File: src/rtl/aes_inv_mix_columns_iter.sv
// Iterative AES InvMixColumns stage: takes one 128-bit state per handshake, transforms
// COLS_PER_CYCLE columns per cycle and holds the result until the consumer accepts it.
module aes_inv_mix_columns_iter #(
    parameter int unsigned COLS_PER_CYCLE = 1
) (
    input  logic         clk,
    input  logic         rst_n,
    input  logic         en,
    input  logic         in_valid,
    output logic         in_ready,
    input  logic [127:0] state_i,
    output logic         out_valid,
    input  logic         out_ready,
    output logic [127:0] state_o
);

    if (!(COLS_PER_CYCLE == 1 || COLS_PER_CYCLE == 2 || COLS_PER_CYCLE == 4)) begin : g_bad_cols
        $error("COLS_PER_CYCLE must be 1, 2 or 4");
    end

    localparam logic [2:0] ColStep = 3'(COLS_PER_CYCLE);

    typedef enum logic [1:0] {StIdle, StCalc, StHold} state_e;

    state_e       st_q, st_d;
    logic [2:0]   cnt_q, cnt_d;
    logic [127:0] work_q, work_d;
    logic [127:0] res_q, res_d;
    logic         ov_q, ov_d;
    logic [127:0] calc;

    function automatic logic [7:0] xtime(input logic [7:0] b);
        return {b[6:0], 1'b0} ^ (b[7] ? 8'h1b : 8'h00);
    endfunction

    function automatic logic [31:0] inv_col(input logic [31:0] c);
        logic [7:0] a [4];
        logic [7:0] m9 [4];
        logic [7:0] mb [4];
        logic [7:0] md [4];
        logic [7:0] me [4];
        logic [7:0] x2, x4, x8;
        for (int r = 0; r < 4; r++) begin
            a[r]  = c[31-8*r -: 8];
            x2    = xtime(a[r]);
            x4    = xtime(x2);
            x8    = xtime(x4);
            m9[r] = x8 ^ a[r];
            mb[r] = x8 ^ x2 ^ a[r];
            md[r] = x8 ^ x4 ^ a[r];
            me[r] = x8 ^ x4 ^ x2;
        end
        return {me[0] ^ mb[1] ^ md[2] ^ m9[3],
                m9[0] ^ me[1] ^ mb[2] ^ md[3],
                md[0] ^ m9[1] ^ me[2] ^ mb[3],
                mb[0] ^ md[1] ^ m9[2] ^ me[3]};
    endfunction

    // Only the columns selected by the counter are replaced; the rest pass through.
    always_comb begin
        logic [2:0] idx;
        calc = work_q;
        for (int j = 0; j < 4; j++) begin
            idx = 3'(j);
            if (idx >= cnt_q && idx < cnt_q + ColStep) begin
                calc[127-32*j -: 32] = inv_col(work_q[127-32*j -: 32]);
            end
        end
    end

    always_comb begin
        st_d     = st_q;
        cnt_d    = cnt_q;
        work_d   = work_q;
        res_d    = res_q;
        ov_d     = ov_q;
        in_ready = 1'b0;
        if (en) begin
            case (st_q)
                StIdle: begin
                    in_ready = 1'b1;
                    if (in_valid) begin
                        work_d = state_i;
                        cnt_d  = 3'd0;
                        st_d   = StCalc;
                    end
                end
                StCalc: begin
                    work_d = calc;
                    cnt_d  = cnt_q + ColStep;
                    if (cnt_q + ColStep == 3'd4) begin
                        res_d = calc;
                        ov_d  = 1'b1;
                        st_d  = StHold;
                    end
                end
                StHold: begin
                    in_ready = out_ready;
                    if (out_ready) begin
                        ov_d = 1'b0;
                        if (in_valid) begin
                            work_d = state_i;
                            cnt_d  = 3'd0;
                            st_d   = StCalc;
                        end else begin
                            st_d = StIdle;
                        end
                    end
                end
                default: st_d = StIdle;
            endcase
        end
        if (!rst_n) begin
            in_ready = 1'b0;
        end
    end

    always_ff @(posedge clk) begin
        if (!rst_n) begin
            st_q   <= StIdle;
            cnt_q  <= 3'd0;
            work_q <= 128'h0;
            res_q  <= 128'h0;
            ov_q   <= 1'b0;
        end else begin
            st_q   <= st_d;
            cnt_q  <= cnt_d;
            work_q <= work_d;
            res_q  <= res_d;
            ov_q   <= ov_d;
        end
    end

    assign out_valid = ov_q;
    assign state_o   = res_q;

endmodule

File: config.mk
export PLATFORM = sky130hd
export DESIGN_NAME = aes_inv_mix_columns_iter
export DESIGN_NICKNAME = d
export VERILOG_FILES = /design/src/rtl/aes_inv_mix_columns_iter.sv
export SDC_FILE = /design/constraint.sdc
export NUM_CORES = 1
export LEC_CHECK = 0
export BUFFER_PORTS_ARGS = -buffer_cell sky130_fd_sc_hd__buf_4
export CAP_MARGIN = 20
export CORE_MARGIN = 5
export CORE_UTILIZATION = 55
export CTS_CLUSTER_SIZE = 16
export DETAILED_ROUTE_END_ITERATION = 8
export PLACE_DENSITY = 0.77
export REMOVE_ABC_BUFFERS = 1
export SYNTH_ARGS = -nofsm -noshare
export SYNTH_HDL_FRONTEND = slang
export SYNTH_SLANG_ARGS = --single-unit
File: constraint.sdc
create_clock -name clk -period 5.12 [get_ports clk]
set_input_delay 0.256 -clock clk [delete_from_list [all_inputs] [get_ports clk]]
set_output_delay 0.256 -clock clk [all_outputs]
set_load 0.03 [all_outputs]
==> report_table.html, run 1 <==
<table>
<tr><th>Metric</th><th>Value</th></tr>
<tr><th colspan="2">Placement</th></tr>
<tr><td>GPL Wtd Cong</td><td>0.919</td></tr>
<tr><td>Hpwl dp</td><td>41.7 mm</td></tr>
<tr><td>Placed Instances</td><td>2742</td></tr>
<tr><td>Count of port buffers added during placement</td><td>262</td></tr>
<tr><td>Area of placed instances</td><td>22100 sq um</td></tr>
<tr><th colspan="2">Min path</th></tr>
<tr><td>Hold crit path type</td><td>primary input to register</td></tr>
<tr><th colspan="2">STA</th></tr>
<tr><td>Transition at the pin with the smallest max-transition slack</td><td>1.10 ns</td></tr>
<tr><td>Final Critical Period</td><td>3.53 ns</td></tr>
<tr><td>Skew final</td><td>0.0128 ns</td></tr>
<tr><td>Achievable frequency</td><td>0.283 GHz</td></tr>
<tr><td>Setup repair after global routing missed its margin</td><td>no</td></tr>
<tr><td>Hold violation total from the final report</td><td>0</td></tr>
<tr><td>Number of failing setup endpoints in the final timing report</td><td>0</td></tr>
<tr><td>Count of pins over their slew limit</td><td>0</td></tr>
<tr><td>Relative slew slack</td><td>0.265</td></tr>
<tr><td>Final cycle utilization of the critical path</td><td>0.689</td></tr>
<tr><th colspan="2">GRT</th></tr>
<tr><td>Total track usage</td><td>0.277</td></tr>
<tr><td>Residual overflow from global routing</td><td>0</td></tr>
<tr><td>Largest net degree at the start of global routing</td><td>166</td></tr>
<tr><td>Wire length of the first global-routing pass</td><td>93.3 mm</td></tr>
<tr><td>Initial antenna violation count</td><td>0</td></tr>
<tr><td>Via count of the first global-routing pass</td><td>16400</td></tr>
<tr><th colspan="2">Clock network</th></tr>
<tr><td>Clock transition at path regs</td><td>0.06 ns</td></tr>
<tr><td>Num CTS Buffers</td><td>29</td></tr>
<tr><td>TritonCTS clock tree</td><td>done</td></tr>
<tr><td>Count of buffers added by post-CTS timing repair for setup</td><td>0</td></tr>
<tr><td>PostCTS Resize Cnt</td><td>0</td></tr>
<tr><td>Number of buffers on the longest clock path</td><td>3</td></tr>
<tr><td>Clock tree sinks</td><td>262</td></tr>
<tr><td>Later-pin clock latency in the skew report</td><td>0.58 ns</td></tr>
<tr><td>Master cell of the clock root buffer</td><td>sky130_fd_sc_hd__clkbuf_16</td></tr>
<tr><td>H-Tree Depth</td><td>1</td></tr>
<tr><th colspan="2">Final layout</th></tr>
<tr><td>Post-route design area</td><td>23300 sq um</td></tr>
<tr><td>Fraction of layout cells with a size suffix above 1</td><td>0.155</td></tr>
<tr><td>Final Core Density</td><td>0.637</td></tr>
<tr><td>Number of nets in the layout</td><td>2466</td></tr>
<tr><td>Fillers</td><td>3075</td></tr>
<tr><td>Multi-input gate area in the final layout</td><td>14100 sq um</td></tr>
<tr><td>Synthesis-to-finish area growth</td><td>14.4%</td></tr>
<tr><td>Antenna fix cells</td><td>0</td></tr>
<tr><td>Seq. cell area</td><td>5250 sq um</td></tr>
<tr><td>Final std cells w/o fill</td><td>2816</td></tr>
<tr><th colspan="2">Worst setup path</th></tr>
<tr><td>Register-to-Register Setup Slack</td><td>1.59 ns</td></tr>
<tr><td>Critical path peak fanout</td><td>52</td></tr>
<tr><td>Critical Setup Path Class</td><td>register to register</td></tr>
<tr><td>Arrival time at the worst endpoint</td><td>4.00 ns</td></tr>
<tr><td>Sort of element at the start of the critical path</td><td>register</td></tr>
<tr><td>WP data required</td><td>5.59 ns</td></tr>
<tr><td>Critical Path Sink Type</td><td>register</td></tr>
<tr><th colspan="2">Yosys</th></tr>
<tr><td>Fraction of synthesized area in multiplexers</td><td>0.0256</td></tr>
<tr><td>Post-Synth Simple-Gate Area</td><td>0.0809</td></tr>
<tr><td>Share of the synthesized area in compound gates (AO/OA/AOI/OAI)</td><td>0.162</td></tr>
<tr><td>YS warnings</td><td>0</td></tr>
<tr><td>Top-area cell type share of the netlist area</td><td>0.258</td></tr>
<tr><td>Top flip-flop cell by instance count after synthesis</td><td>sky130_fd_sc_hd__dfxtp_1</td></tr>
<tr><td>Cells after Synth</td><td>2242</td></tr>
<tr><td>Main combinational cell family by area after synthesis</td><td>XOR/XNOR gates</td></tr>
<tr><td>Post-synthesis area per instance</td><td>9.07 sq um</td></tr>
<tr><td>Register bit total from synthesis</td><td>262</td></tr>
<tr><td>Distinct cell type count of the synthesized netlist</td><td>54</td></tr>
<tr><td>Post-Synth Adder-Cell Area</td><td>0.00246</td></tr>
<tr><td>Cell taking the most area after synthesis</td><td>sky130_fd_sc_hd__dfxtp_1</td></tr>
<tr><td>EDFF count, synth</td><td>0</td></tr>
<tr><td>Part of the Yosys area used for sequential elements</td><td>0.258</td></tr>
<tr><td>Fraction of registers with async set/reset</td><td>0</td></tr>
<tr><td>Xor and xnor area share after synthesis</td><td>0.419</td></tr>
<tr><td>Syn Std Cell Area</td><td>20300 sq um</td></tr>
<tr><td>Cell types with the largest area share after synthesis</td><td>sky130_fd_sc_hd__dfxtp_1 26%, sky130_fd_sc_hd__xnor2_1 19%, sky130_fd_sc_hd__xnor3_1 13%</td></tr>
<tr><th colspan="2">Drt</th></tr>
<tr><td>Post-DRT Antenna Nets</td><td>0</td></tr>
<tr><td>Via count</td><td>16600</td></tr>
<tr><td>Total wirelength of the detailed-routed design</td><td>58.7 mm</td></tr>
<tr><td>Number of DRC violations after detailed routing</td><td>0</td></tr>
<tr><td>Number of DRC violations after detailed-routing iteration 0</td><td>1193</td></tr>
<tr><td>DR pass1 iterations</td><td>5</td></tr>
<tr><td>Post-detailed-route wirelength per cell</td><td>20.9 um</td></tr>
<tr><td>Vias per cell</td><td>5.90</td></tr>
<tr><th colspan="2">Floorplanning</th></tr>
<tr><td>Area enclosed by the die boundary</td><td>40900 sq um</td></tr>
<tr><td>Core outline area</td><td>36500 sq um</td></tr>
<tr><td>Count of standard-cell rows</td><td>70</td></tr>
<tr><td>Die outline width</td><td>202 um</td></tr>
<tr><td>Number of I/O pins</td><td>263</td></tr>
<tr><td>Die span in y</td><td>202 um</td></tr>
<tr><td>Initial cell density of the core</td><td>0.557</td></tr>
<tr><th colspan="2">Pwr</th></tr>
<tr><td>Leak pwr</td><td>9.41 nW</td></tr>
<tr><td>Post-layout total power</td><td>10.4 mW</td></tr>
<tr><td>Power density normalized to cell area</td><td>446 nW/um^2</td></tr>
<tr><td>Peak supply drop</td><td>0.292 mV</td></tr>
<tr><th colspan="2">Status</th></tr>
<tr><td>Run status</td><td>finished clean</td></tr>
<tr><th colspan="2">Flow run</th></tr>
<tr><td>Number of maximum-capacitance violations</td><td>0</td></tr>
</table>
==> metrics by stage <==
stage	hold WS [ns]	setup TNS, ns	worst slack, ns
3_3_place_gp	0.484	0	1.89
6_report	0.00643	0	1.59
2_1_floorplan	0.345	-1372.49	-9.76
5_1_grt	0.0166	0	1.26
4_1_cts	0.000516	0	1.62
3_5_place_dp	0.491	0	1.66
==> routing by layer <==
| metal | part of all wire | up-vias | track usage |
|---|---|---|---|
| li1 | - | 7851 | - |
| met1 | 0.44 | 8053 | 0.386 |
| met4 | 0.027 | 0 | 0.0759 |
| met5 | 0 | - | 0 |
| met2 | 0.47 | 602 | 0.456 |
| met3 | 0.064 | 103 | 0.0371 |
==> state kept, by name, summed over array words and instances, names as in the netlist <==
name       cells
state_o      128
cnt_q          3
st_q           2
work_q       128
out_valid      1
==> final timing paths <==
path	depth (start not counted)	startpoint	end
worst max-delay path	8	cnt_q[1]$_SDFFE_PN0P_	state_o[77]$_SDFFE_PN0P_
worst min-delay path	3	state_i[70]	work_q[70]$_SDFFE_PN0P_
worst max register to register	8	cnt_q[1]$_SDFFE_PN0P_	state_o[77]$_SDFFE_PN0P_
worst min register to register	2	state_o[47]$_SDFFE_PN0P_	state_o[47]$_SDFFE_PN0P_
==> Yosys cell counts (2+ instances only) <==
cell and n:
sky130_fd_sc_hd__and3_1 2, sky130_fd_sc_hd__a222oi_1 5, sky130_fd_sc_hd__nor2_1 179, sky130_fd_sc_hd__xnor3_1 113, sky130_fd_sc_hd__clkbuf_1 185, sky130_fd_sc_hd__o21ai_1 2, sky130_fd_sc_hd__xor2_2 5, sky130_fd_sc_hd__xor3_1 17
sky130_fd_sc_hd__o21ai_0 151, sky130_fd_sc_hd__buf_2 50, sky130_fd_sc_hd__a311oi_1 9, sky130_fd_sc_hd__ha_1 4, sky130_fd_sc_hd__nor2b_1 5, sky130_fd_sc_hd__nand3_1 8, sky130_fd_sc_hd__o211ai_1 28, sky130_fd_sc_hd__buf_4 5
sky130_fd_sc_hd__or3_1 32, sky130_fd_sc_hd__buf_1 9, sky130_fd_sc_hd__xnor2_4 2, sky130_fd_sc_hd__a2111oi_0 8, sky130_fd_sc_hd__a21o_1 5, sky130_fd_sc_hd__o221ai_1 2, sky130_fd_sc_hd__nor3_1 37, sky130_fd_sc_hd__xnor3_2 3
sky130_fd_sc_hd__a22oi_1 5, sky130_fd_sc_hd__xnor2_1 440, sky130_fd_sc_hd__nand2_1 76, sky130_fd_sc_hd__o2111a_1 6, sky130_fd_sc_hd__a211oi_1 58, sky130_fd_sc_hd__a31oi_1 19, sky130_fd_sc_hd__dfxtp_1 262, sky130_fd_sc_hd__nor4_1 28
sky130_fd_sc_hd__a21oi_1 229, sky130_fd_sc_hd__a221oi_1 11, sky130_fd_sc_hd__xnor2_2 18, sky130_fd_sc_hd__xor2_1 137, sky130_fd_sc_hd__o21a_1 7, sky130_fd_sc_hd__inv_1 6, sky130_fd_sc_hd__mux2i_1 51, sky130_fd_sc_hd__nand2b_1 4
sky130_fd_sc_hd__o211a_1 6
==> critical path, cell delays in order (launching register included) <==
cell and delay, ns:
sky130_fd_sc_hd__dfxtp_1 0.49, sky130_fd_sc_hd__ha_1 0.34, sky130_fd_sc_hd__nor2b_2 0.18, sky130_fd_sc_hd__buf_4 0.40, sky130_fd_sc_hd__o21ai_0 0.29, sky130_fd_sc_hd__nor2_4 0.82, sky130_fd_sc_hd__buf_4 0.55, sky130_fd_sc_hd__nor2_1 0.10
sky130_fd_sc_hd__a211oi_1 0.22
==> final cells by class <==
class / count / share of cell area
Multi-Input combinational cell: 1723 / 0.606
Sequential cell: 262 / 0.225
Timing Repair Buffer: 306 / 0.103
Clock buffer: 47 / 0.0380
Tap cell: 468 / 0.0252
Clock inverter: 3 / 0.00172
Inverter: 7 / 0.00124
==> placed cells by master (no fill, tap or decap), drive strengths merged, types with 32 or more instances in the layout <==
| cell | instances |
|---|---|
| nor2 | 179 |
| or3 | 32 |
| xnor3 | 116 |
| dfxtp | 262 |
| mux2i | 51 |
| a21oi | 229 |
| a211oi | 58 |
| xor2 | 143 |
| buf | 283 |
| xnor2 | 460 |
| o21ai | 153 |
| clkbuf | 47 |
| nor3 | 37 |
| nand2 | 76 |
==> cell families (layout without fill, tap and decap cells) <==
family	Yosys count	after routing
XOR/XNOR	736	736
AO/OA/AOI/OAI	557	557
AND/OR/NAND/NOR	374	374
flip-flops	262	262
buffers and inverters	257	363
multiplexers	52	52
adder cells (fa/ha/maj)	4	4
==> where the power goes <==
part	switching (mW)	internal [mW]	total, mW	leakage [nW]
sequential	0.303	2.14	2.44	2.13
clock	0.862	1.21	2.07	0.455
combinational	2.80	3.07	5.87	6.82
total	3.96	6.42	10.4	9.41
==> what timing repair did <==
action,CTS,global route
setup endpoints to repair,0,0
endpoints found under the hold margin,23,0
hold buffers,23,0
Note: power is estimated with default switching activity, not from simulation.
==> inputs of run 2 (changes only) <==
clock period = 3.5 ns   (was 5.12 ns; I/O delays follow)
==> report_table.html, run 2 (same netlist as run 1, synthesis figures left out) <==
<table>
<tr><th>Metric</th><th>Value</th></tr>
<tr><th colspan="2">Pwr</th></tr>
<tr><td>Cell internal power dissipation</td><td>9.61 mW</td></tr>
<tr><td>Leak pwr</td><td>9.80 nW</td></tr>
<tr><td>Switching power total</td><td>5.86 mW</td></tr>
<tr><td>Combinational group share of total power</td><td>0.566</td></tr>
<tr><td>Part of the total power dissipated in sequential elements</td><td>0.227</td></tr>
<tr><td>Power density normalized to cell area</td><td>642 nW/um^2</td></tr>
<tr><td>Peak supply drop</td><td>0.505 mV</td></tr>
<tr><td>Fraction of power spent switching nets</td><td>0.379</td></tr>
<tr><td>Post-layout total power</td><td>15.5 mW</td></tr>
<tr><td>Clock share of power</td><td>0.207</td></tr>
<tr><th colspan="2">Final layout</th></tr>
<tr><td>Number of nets in the layout</td><td>2548</td></tr>
<tr><td>Most common cell after layout, fill and taps aside</td><td>sky130_fd_sc_hd__xnor2_1</td></tr>
<tr><td>Fillers</td><td>2924</td></tr>
<tr><td>Final std cells w/o fill</td><td>2901</td></tr>
<tr><td>Synthesis-to-finish area growth</td><td>18.5%</td></tr>
<tr><td>Commonest cells after routing, fill and taps aside</td><td>440 x sky130_fd_sc_hd__xnor2_1, 299 x sky130_fd_sc_hd__buf_4, 262 x sky130_fd_sc_hd__dfxtp_1, 228 x sky130_fd_sc_hd__a21oi_1, 177 x sky130_fd_sc_hd__nor2_1</td></tr>
<tr><td>Fraction of layout cells with a size suffix above 1</td><td>0.159</td></tr>
<tr><td>Final Core Density</td><td>0.660</td></tr>
<tr><td>Antenna fix cells</td><td>0</td></tr>
<tr><th colspan="2">STA</th></tr>
<tr><td>Worst slack on hold paths</td><td>0.0201 ns</td></tr>
<tr><td>Final Critical Period</td><td>2.92 ns</td></tr>
<tr><td>Count of pins over their slew limit</td><td>0</td></tr>
<tr><td>Setup repair after global routing missed its margin</td><td>no</td></tr>
<tr><td>Final cycle utilization of the critical path</td><td>0.835</td></tr>
<tr><td>Hold violation total from the final report</td><td>0</td></tr>
<tr><td>Relative slew slack</td><td>0.232</td></tr>
<tr><td>Number of failing setup endpoints in the final timing report</td><td>0</td></tr>
<tr><td>Achievable frequency</td><td>0.342 GHz</td></tr>
<tr><td>Transition at the pin with the smallest max-transition slack</td><td>1.15 ns</td></tr>
<tr><td>Skew final</td><td>0.0101 ns</td></tr>
<tr><td>Post-layout worst setup margin</td><td>0.578 ns</td></tr>
<tr><th colspan="2">Floorplanning</th></tr>
<tr><td>Initial cell density of the core</td><td>0.557</td></tr>
<tr><td>Die outline width</td><td>202 um</td></tr>
<tr><td>Count of standard-cell rows</td><td>70</td></tr>
<tr><td>Number of I/O pins</td><td>263</td></tr>
<tr><td>Core outline area</td><td>36500 sq um</td></tr>
<tr><td>Area enclosed by the die boundary</td><td>40900 sq um</td></tr>
<tr><td>Die span in y</td><td>202 um</td></tr>
<tr><th colspan="2">Drt</th></tr>
<tr><td>Post-DRT Antenna Nets</td><td>0</td></tr>
<tr><td>Number of DRC violations after detailed routing</td><td>0</td></tr>
<tr><td>Total wirelength of the detailed-routed design</td><td>60.8 mm</td></tr>
<tr><td>Post-detailed-route wirelength per cell</td><td>20.9 um</td></tr>
<tr><td>Number of DRC violations after detailed-routing iteration 0</td><td>1128</td></tr>
<tr><td>DR pass1 iterations</td><td>5</td></tr>
<tr><td>Vias per cell</td><td>5.83</td></tr>
<tr><td>Via count</td><td>16900</td></tr>
<tr><th colspan="2">Worst setup path</th></tr>
<tr><td>CP dominant cell by count</td><td>sky130_fd_sc_hd__nor2_1</td></tr>
<tr><td>WP data required</td><td>3.91 ns</td></tr>
<tr><td>Critical Setup Path Class</td><td>register to register</td></tr>
<tr><td>Kind of cell with the highest combined delay on the critical path</td><td>simple AND/OR/NAND/NOR gates</td></tr>
<tr><td>Buffers &amp; Inverters on Critical Path</td><td>1</td></tr>
<tr><td>Arrival time at the worst endpoint</td><td>3.33 ns</td></tr>
<tr><td>Logic depth of the worst setup path including buffers</td><td>8</td></tr>
<tr><td>Slowest stage cell on the critical path</td><td>sky130_fd_sc_hd__or2_2</td></tr>
<tr><td>CP peak stage delay</td><td>0.71 ns</td></tr>
<tr><td>Critical path peak fanout</td><td>44</td></tr>
<tr><td>Sort of element at the start of the critical path</td><td>register</td></tr>
<tr><td>Cell breakdown of the critical path</td><td>inv_1, ha_1, nor2_1, a2bb2oi_1, or2_2, nor2_1, a211oi_1, nor4_1</td></tr>
<tr><td>Length in cells of the worst reg-to-reg path</td><td>8</td></tr>
<tr><td>Critical Path Sink Type</td><td>register</td></tr>
<tr><th colspan="2">Clock network</th></tr>
<tr><td>TritonCTS clock tree</td><td>done</td></tr>
<tr><td>H-Tree Depth</td><td>1</td></tr>
<tr><td>Num CTS Buffers</td><td>30</td></tr>
<tr><td>Master cell of the clock root buffer</td><td>sky130_fd_sc_hd__clkbuf_16</td></tr>
<tr><td>Count of buffers added by post-CTS timing repair for setup</td><td>0</td></tr>
<tr><td>Clock tree sinks</td><td>262</td></tr>
<tr><td>Later-pin clock latency in the skew report</td><td>0.58 ns</td></tr>
<tr><td>Clock transition at path regs</td><td>0.06 ns</td></tr>
<tr><td>Number of buffers on the longest clock path</td><td>3</td></tr>
<tr><th colspan="2">Min path</th></tr>
<tr><td>Hold crit path type</td><td>primary input to register</td></tr>
<tr><td>Depth of the worst hold-timing path</td><td>4</td></tr>
<tr><th colspan="2">GRT</th></tr>
<tr><td>Initial antenna violation count</td><td>1</td></tr>
<tr><td>Wire length of the first global-routing pass</td><td>95.8 mm</td></tr>
<tr><td>Largest net degree at the start of global routing</td><td>166</td></tr>
<tr><td>Residual overflow from global routing</td><td>0</td></tr>
<tr><td>Via count of the first global-routing pass</td><td>16900</td></tr>
<tr><td>Total track usage</td><td>0.286</td></tr>
<tr><th colspan="2">Placement</th></tr>
<tr><td>Hpwl dp</td><td>42.8 mm</td></tr>
<tr><td>Pre-CTS worst setup slack</td><td>0.642 ns</td></tr>
<tr><td>Placed Instances</td><td>2763</td></tr>
<tr><td>GPL Wtd Cong</td><td>0.994</td></tr>
<tr><td>Count of port buffers added during placement</td><td>262</td></tr>
<tr><th colspan="2">Flow run</th></tr>
<tr><td>Number of maximum-capacitance violations</td><td>0</td></tr>
<tr><th colspan="2">Status</th></tr>
<tr><td>Run status</td><td>finished clean</td></tr>
</table>
-- run 2: final timing paths --
kind / from / endpoint / slack (ns)
setup / recovery: cnt_q[1]$_SDFFE_PN0P_ / work_q[57]$_SDFFE_PN0P_ / 0.58
setup reg to reg: cnt_q[1]$_SDFFE_PN0P_ / work_q[57]$_SDFFE_PN0P_ / 0.58
hold reg to reg: state_o[98]$_SDFFE_PN0P_ / state_o[98]$_SDFFE_PN0P_ / 0.50
hold / removal: state_i[35] / work_q[35]$_SDFFE_PN0P_ / 0.02
-- run 2: worst min-delay path: stages --
cell	delay (ns)
sky130_fd_sc_hd__buf_4	0.07
sky130_fd_sc_hd__or3_1	0.11
sky130_fd_sc_hd__o211ai_1	0.09
sky130_fd_sc_hd__a21oi_1	0.11
-- run 2: layout make-up --
cell class                 count  area (sq um)  area share
clock buffer                  46           872      0.0362
clock inverter                 8           119     0.00493
inverter                       7          28.8     0.00119
multi-input combinational   1723         14100       0.585
sequential                   262          5250       0.218
tap                          468           586      0.0243
timing repair buffer         387          3170       0.131
-- run 2: what timing repair did --
item | CTS | global route
hold endpoints to repair | 85 | 0
setup endpoints to repair | 0 | 0
resized for setup | 0 | 0
hold buffers | 84 | 0
-- run 2: per-stage QoR --
step,setup TNS (ns),instance area [sq um]
after floorplan,-1793.93,19300
after global placement,0,22300
after detailed placement,0,22300
after CTS,0,24100
after global routing,0,24100
final,0,24100
-- run 2: per-layer routing --
metal / up-vias / wire (um) / GRT usage
li1: 8012 / - / -
met1: 8212 / 26400 / 0.384
met2: 583 / 29100 / 0.485
met3: 106 / 3660 / 0.0382
met4: 2 / 1580 / 0.0822
met5: - / 7 / 0
-- run 2: power groups by stage --
stage	registers [mW]	clock network, mW	logic, mW
floorplan	3.48	0	6.94
global placement	3.56	0	8.54
detailed placement	3.57	0	8.58
CTS	3.50	3.27	8.73
global route	3.53	3.40	9.38
finish	3.51	3.21	8.75
